File: src/rtl/mux_serial_tx_if.sv
// Word-source handshake, mux data/select bus and serial line of mux_serial_tx.
// fsm_state mirrors the controller state register for observation only.
interface mux_serial_tx_if;
  logic       load;
  logic [7:0] din;
  logic       ready;
  logic       busy;
  logic [7:0] a;
  logic       s1;
  logic       s2;
  logic       s3;
  logic       y;
  logic       txd;
  logic       done;
  logic [2:0] fsm_state;

  // Handshake: a word is taken on any rising edge where load=1 and ready=1;
  // load while ready=0 is dropped, there is no back-pressure beyond ready.
  modport master (
    output load, din, y,
    input  ready, busy, a, s1, s2, s3, txd, done, fsm_state
  );

  modport slave (
    input  load, din, y,
    output ready, busy, a, s1, s2, s3, txd, done, fsm_state
  );
endinterface

File: src/rtl/mux_serial_tx.sv
// Serializer controller for an external 8:1 bit-select mux: latches a word,
// steps the selects LSB first and frames the mux output with start/parity/stop.
module mux_serial_tx #(
  parameter int CLKS_PER_BIT = 4,
  parameter bit PARITY_EN    = 1'b0
) (
  input logic clk,
  input logic rst,
  mux_serial_tx_if.slave bus
);

  localparam int CW = (CLKS_PER_BIT > 1) ? $clog2(CLKS_PER_BIT) : 1;
  localparam logic [CW-1:0] LAST = CW'(CLKS_PER_BIT - 1);

  typedef enum logic [2:0] {
    IDLE   = 3'd0,
    START  = 3'd1,
    DATA   = 3'd2,
    PARITY = 3'd3,
    STOP   = 3'd4
  } state_t;

  state_t        state;
  logic [CW-1:0] cnt;
  logic [2:0]    idx;
  logic [7:0]    a_q;
  logic          par;
  logic          done_q;
  logic          txd_c;

  wire period_end = (cnt == LAST);

  always_ff @(posedge clk or posedge rst) begin
    if (rst) begin
      state  <= IDLE;
      cnt    <= '0;
      idx    <= 3'd0;
      a_q    <= 8'h00;
      par    <= 1'b0;
      done_q <= 1'b0;
    end else begin
      done_q <= 1'b0;
      case (state)
        IDLE: begin
          if (bus.load) begin
            a_q   <= bus.din;
            par   <= ^bus.din;
            cnt   <= '0;
            idx   <= 3'd0;
            state <= START;
          end
        end
        START: begin
          if (period_end) begin
            cnt   <= '0;
            idx   <= 3'd0;
            state <= DATA;
          end else begin
            cnt <= cnt + CW'(1);
          end
        end
        DATA: begin
          if (period_end) begin
            cnt <= '0;
            if (idx == 3'd7) begin
              // Index returns to 0 so the selects read 000 outside DATA.
              idx   <= 3'd0;
              state <= PARITY_EN ? PARITY : STOP;
            end else begin
              idx <= idx + 3'd1;
            end
          end else begin
            cnt <= cnt + CW'(1);
          end
        end
        PARITY: begin
          if (period_end) begin
            cnt   <= '0;
            state <= STOP;
          end else begin
            cnt <= cnt + CW'(1);
          end
        end
        STOP: begin
          if (period_end) begin
            cnt    <= '0;
            done_q <= 1'b1;
            state  <= IDLE;
          end else begin
            cnt <= cnt + CW'(1);
          end
        end
        default: begin
          cnt   <= '0;
          idx   <= 3'd0;
          state <= IDLE;
        end
      endcase
    end
  end

  // Data bits come straight through the external mux with no added latency.
  always_comb begin
    txd_c = 1'b1;
    case (state)
      START:   txd_c = 1'b0;
      DATA:    txd_c = bus.y;
      PARITY:  txd_c = par;
      default: txd_c = 1'b1;
    endcase
  end

  assign bus.txd       = txd_c;
  assign bus.a         = a_q;
  assign bus.s1        = idx[0];
  assign bus.s2        = idx[1];
  assign bus.s3        = idx[2];
  assign bus.done      = done_q;
  assign bus.ready     = (state == IDLE);
  assign bus.busy      = (state != IDLE);
  assign bus.fsm_state = state;

endmodule

File: src/flat_wrapper.sv
// flat-port wrapper written by rule: the top's interface ports become plain ports
module mux_serial_tx_flat 
#(
  parameter int CLKS_PER_BIT = 4,
  parameter bit PARITY_EN    = 1'b0
)
  (clk, rst, bus_load, bus_din, bus_y, bus_ready, bus_busy, bus_a, bus_s1, bus_s2, bus_s3, bus_txd, bus_done, bus_fsm_state);
  mux_serial_tx_if bus_i ();
  input logic clk;
  input logic rst;
  input wire logic [$bits(bus_i.load)-1:0] bus_load;
  input wire logic [$bits(bus_i.din)-1:0] bus_din;
  input wire logic [$bits(bus_i.y)-1:0] bus_y;
  output wire logic [$bits(bus_i.ready)-1:0] bus_ready;
  output wire logic [$bits(bus_i.busy)-1:0] bus_busy;
  output wire logic [$bits(bus_i.a)-1:0] bus_a;
  output wire logic [$bits(bus_i.s1)-1:0] bus_s1;
  output wire logic [$bits(bus_i.s2)-1:0] bus_s2;
  output wire logic [$bits(bus_i.s3)-1:0] bus_s3;
  output wire logic [$bits(bus_i.txd)-1:0] bus_txd;
  output wire logic [$bits(bus_i.done)-1:0] bus_done;
  output wire logic [$bits(bus_i.fsm_state)-1:0] bus_fsm_state;
  assign bus_i.load = bus_load;
  assign bus_i.din = bus_din;
  assign bus_i.y = bus_y;
  assign bus_ready = bus_i.ready;
  assign bus_busy = bus_i.busy;
  assign bus_a = bus_i.a;
  assign bus_s1 = bus_i.s1;
  assign bus_s2 = bus_i.s2;
  assign bus_s3 = bus_i.s3;
  assign bus_txd = bus_i.txd;
  assign bus_done = bus_i.done;
  assign bus_fsm_state = bus_i.fsm_state;
  mux_serial_tx #(.CLKS_PER_BIT(CLKS_PER_BIT), .PARITY_EN(PARITY_EN)) u_core (.clk(clk), .rst(rst), .bus(bus_i));
endmodule
File: config.mk
export PLATFORM = sky130hd
export DESIGN_NAME = mux_serial_tx_flat
export DESIGN_NICKNAME = d
export VERILOG_FILES = /design/src/rtl/mux_serial_tx_if.sv /design/src/rtl/mux_serial_tx.sv /design/src/flat_wrapper.sv
export SDC_FILE = /design/constraint.sdc
export NUM_CORES = 1
export LEC_CHECK = 0
export ABC_CLOCK_PERIOD_IN_PS = 1620
export CORE_ASPECT_RATIO = 0.6
export CORE_MARGIN = 4
export CORE_UTILIZATION = 30
export CTS_CLUSTER_SIZE = 20
export DETAILED_ROUTE_END_ITERATION = 12
export GPL_TIMING_DRIVEN = 0
export MAX_ROUTING_LAYER = met4
export SLEW_MARGIN = 20
export SYNTH_ARGS = -nofsm -noshare
export SYNTH_HDL_FRONTEND = slang
export SYNTH_SLANG_ARGS = --single-unit
File: constraint.sdc
create_clock -name clk -period 1.62 [get_ports clk]
set_clock_uncertainty 0.15 [all_clocks]
set_input_delay 0.405 -clock clk [delete_from_list [all_inputs] [get_ports clk]]
set_output_delay 0.405 -clock clk [all_outputs]
set_load 0.05 [all_outputs]
==> impl_metrics.ini, run 1 <==
[status]
status = finished with violations
violations = setup timing

[die]
row_count = 16
io_pins = 30
core_sq_um = 3300
initial_core_util = 0.316
die_y_um = 53.7
dieArea_sq_um = 4520
fp.dieW_um = 84.1

[logic_synthesis]
synth-edff-count = 0
ys_top_cells_by_area = dfrtp_1 (43%), mux2_4 (12%), xnor2_1 (5.9%), ha_1 (4.8%), a21oi_1 (3.8%)
yosys_warnings = 0
synth_top_cell_by_area = dfrtp_1
synth-seq-cells = 18
netlist_instances = 95
yosysMostFrequentCell = dfrtp_1
syn_avg_cell_area_sq_um = 11.0
synthesis.nets = 111
synth_commonest_cells = dfrtp_1 (18), a21oi_1 (8), mux2_4 (8), nor2_1 (7), xnor2_1 (7)
ys_types = 32
synth_top_area_share = 0.432
synth_ff_type = dfrtp_1
synth-seq-area-share = 0.432
syn_area_sq_um = 1040
async_flop_share = 1.00

[timing]
worst_slack_ps = -347
final-hold-violation-count = 0
relSlewSlack = 0.535
setup_viol = 14
final.setup.tns_ps = -2670
period_minus_slack_ps = 1970
slew_viol_final = 0
fmax_mhz = 508
tightest_slew_ps = 696
rsz0062_at_grt = yes
post-route-period-util = 1.21
whs_ps = 362

[clock_tree]
cts_num_sinks = 18
cts_tree = done
htreeDepth = 1
cts_root_buffer = clkbuf_8
insertion_delay_ps = 260
clockBufferDepth = 2
numCtsBuffers = 3
clkTransAtPathRegs_ps = 70

[place]
gp_congestion = 0.864
portBuffers = 29
postPlaceCellArea_sq_um = 1430
place_hpwl_mm = 1.94

[setup_path]
endpoint_kind = primary output
crit_start = u_core.bus.fsm_state[2]
worstPathArrival_ps = 1410
r2r_slack_ps = -220
r2r_cells = 7
r2r_start = u_core.bus.fsm_state[0]
path_max_fanout = 4
start_kind = register
r2r-end = u_core.bus.a[5]
path_class = register to primary output
cp.required_ps = 1060
critPathMaxStageDelay_ps = 470
worstPathCellList = clkbuf_8 > a311o_2 > buf_8
crit_slowest_cell = dfrtp_2

[detailed_routing]
via_per_inst = 4.87
vias = 910
drt-total-wl_mm = 2.83
dr.pass1.iters = 4
antenna_left = 0
first_iter_violations = 76
wl_per_cell_um = 15.1
drc = 0

[global_route]
grt_max_degree = 19
grt_overflow = 0
grt_first_pass_wirelength_mm = 4.53
grt_antenna_before_repair = 0
grt_usage = 0.136
first_global_vias = 872

[finish]
final.fill_count = 300
postLayoutCellArea_sq_um = 1740
antenna_cells = 0
nNetsFinal = 159
area_delta_synth_final_pct = 66.8
drive_gt1_frac = 0.500

[hold_path]
whs_path_depth = 1
min_from = u_core.bus.a[3]
min_path_type = register to register
hold-path-endpoint = u_core.bus.a[3]

[pwr]
leakagePower_uw = 0.000728
p_total_uw = 3760
vdd_ir_drop_max_uv = 1340
p_per_area_nw_per_um2 = 2160

[job]
maxCapViolCount = 0
worst max-delay path by stage:
stage	endpoint	slack, ps	depth (start not counted)
4_1_cts	bus_txd	-350	3
6_report	bus_txd	-350	3
3_5_place_dp	bus_txd	-890	5
2_1_floorplan	bus_busy	-470	3
3_3_place_gp	bus_txd	-880	5
5_1_grt	bus_txd	-400	4
worst max-delay path: cells and delay by family, from the launching register on:
family / cells / cell delay, ps
AOI/OAI and AO/OA: 1 / 360
DFF: 1 / 470
buffers and inverters: 2 / 320
flip-flops by register name, summed over array words and instances, names as in the netlist:
signal / count
u_core.bus.a: 8
u_core.bus.fsm_state: 3
u_core.cnt: 2
u_core.bus.done: 1
u_core.idx: 3
u_core.par: 1
cells by family after synthesis:
family          share of synthesized area
flops                               0.432
fa+ha+maj                          0.0480
xor+xnor                           0.0588
compound gates                      0.137
buf+inv                            0.0528
simple gates                        0.138
mux                                 0.134
routing by layer:
| layer | wire length [um] | global-route usage | part of all wire |
|---|---|---|---|
| met3 | 179 | 0.0413 | 0.063 |
| met5 | 0 | - | 0 |
| met4 | 29 | 0.0321 | 0.010 |
| met1 | 1340 | 0.184 | 0.47 |
| met2 | 1280 | 0.199 | 0.45 |
through the flow:
stage | util | std cells | worst slack (ps)
after CTS | 0.509 | 186 | -349
after floorplan | - | 95 | -471
final | 0.527 | 187 | -347
after global routing | 0.527 | 187 | -397
after detailed placement | 0.434 | 169 | -887
after global placement | 0.434 | 169 | -879
where the power goes:
group	total [uW]	switching (uW)	leakage (uW)	internal [uW]
logic	2590	1420	0.000485	1170
registers	802	152	0.000215	650
clock network	373	156	0.0000288	216
layout by cell type (no fill, tap or decap), types with 2 or more instances in the layout:
master,instances
and3_1,2
buf_2,2
buf_6,8
xnor2_1,7
nand2_1,4
o21ai_0,2
o2bb2ai_1,2
dfrtp_1,13
nor2b_1,3
o21a_1,2
inv_1,2
mux2i_1,2
ha_4,2
clkdlybuf4s15_2,9
mux2_4,8
dfrtp_2,5
a21oi_1,5
buf_8,4
clkdlybuf4s50_1,11
nor2_4,2
a21oi_2,3
buf_4,9
clkbuf_8,5
nor2_1,4
nand2b_4,2
timing repair:
action,CTS,global route
cloned,1,0
setup buffers,12,1
hold buffers,0,0
pin swaps,2,1
hold endpoints to repair,0,0
gates resized for setup,97,17
setup endpoints to repair,29,20
area by class of cell:
| type | instances | area (sq um) | area share |
|---|---|---|---|
| inverters | 3 | 11.3 | 0.00647 |
| repair buffers | 43 | 452 | 0.260 |
| well taps | 45 | 56.3 | 0.0324 |
| clock buffers | 4 | 55.1 | 0.0316 |
| flip-flops and latches | 18 | 457 | 0.262 |
| multi-input cells | 69 | 628 | 0.361 |
| plain buffers | 5 | 81.3 | 0.0467 |
Note: power is estimated with default switching activity, not from simulation.
==> inputs of run 2 (changes only) <==
- CAP_MARGIN: unset -> 20
==> results of run 2 <==
Final layout, timing and power as in run 1 (identical DEF).
==> inputs of run 3 (changes only) <==
- CAP_MARGIN: 20 -> unset
==> results of run 3 <==
Final layout, timing and power as in run 1 (identical DEF).
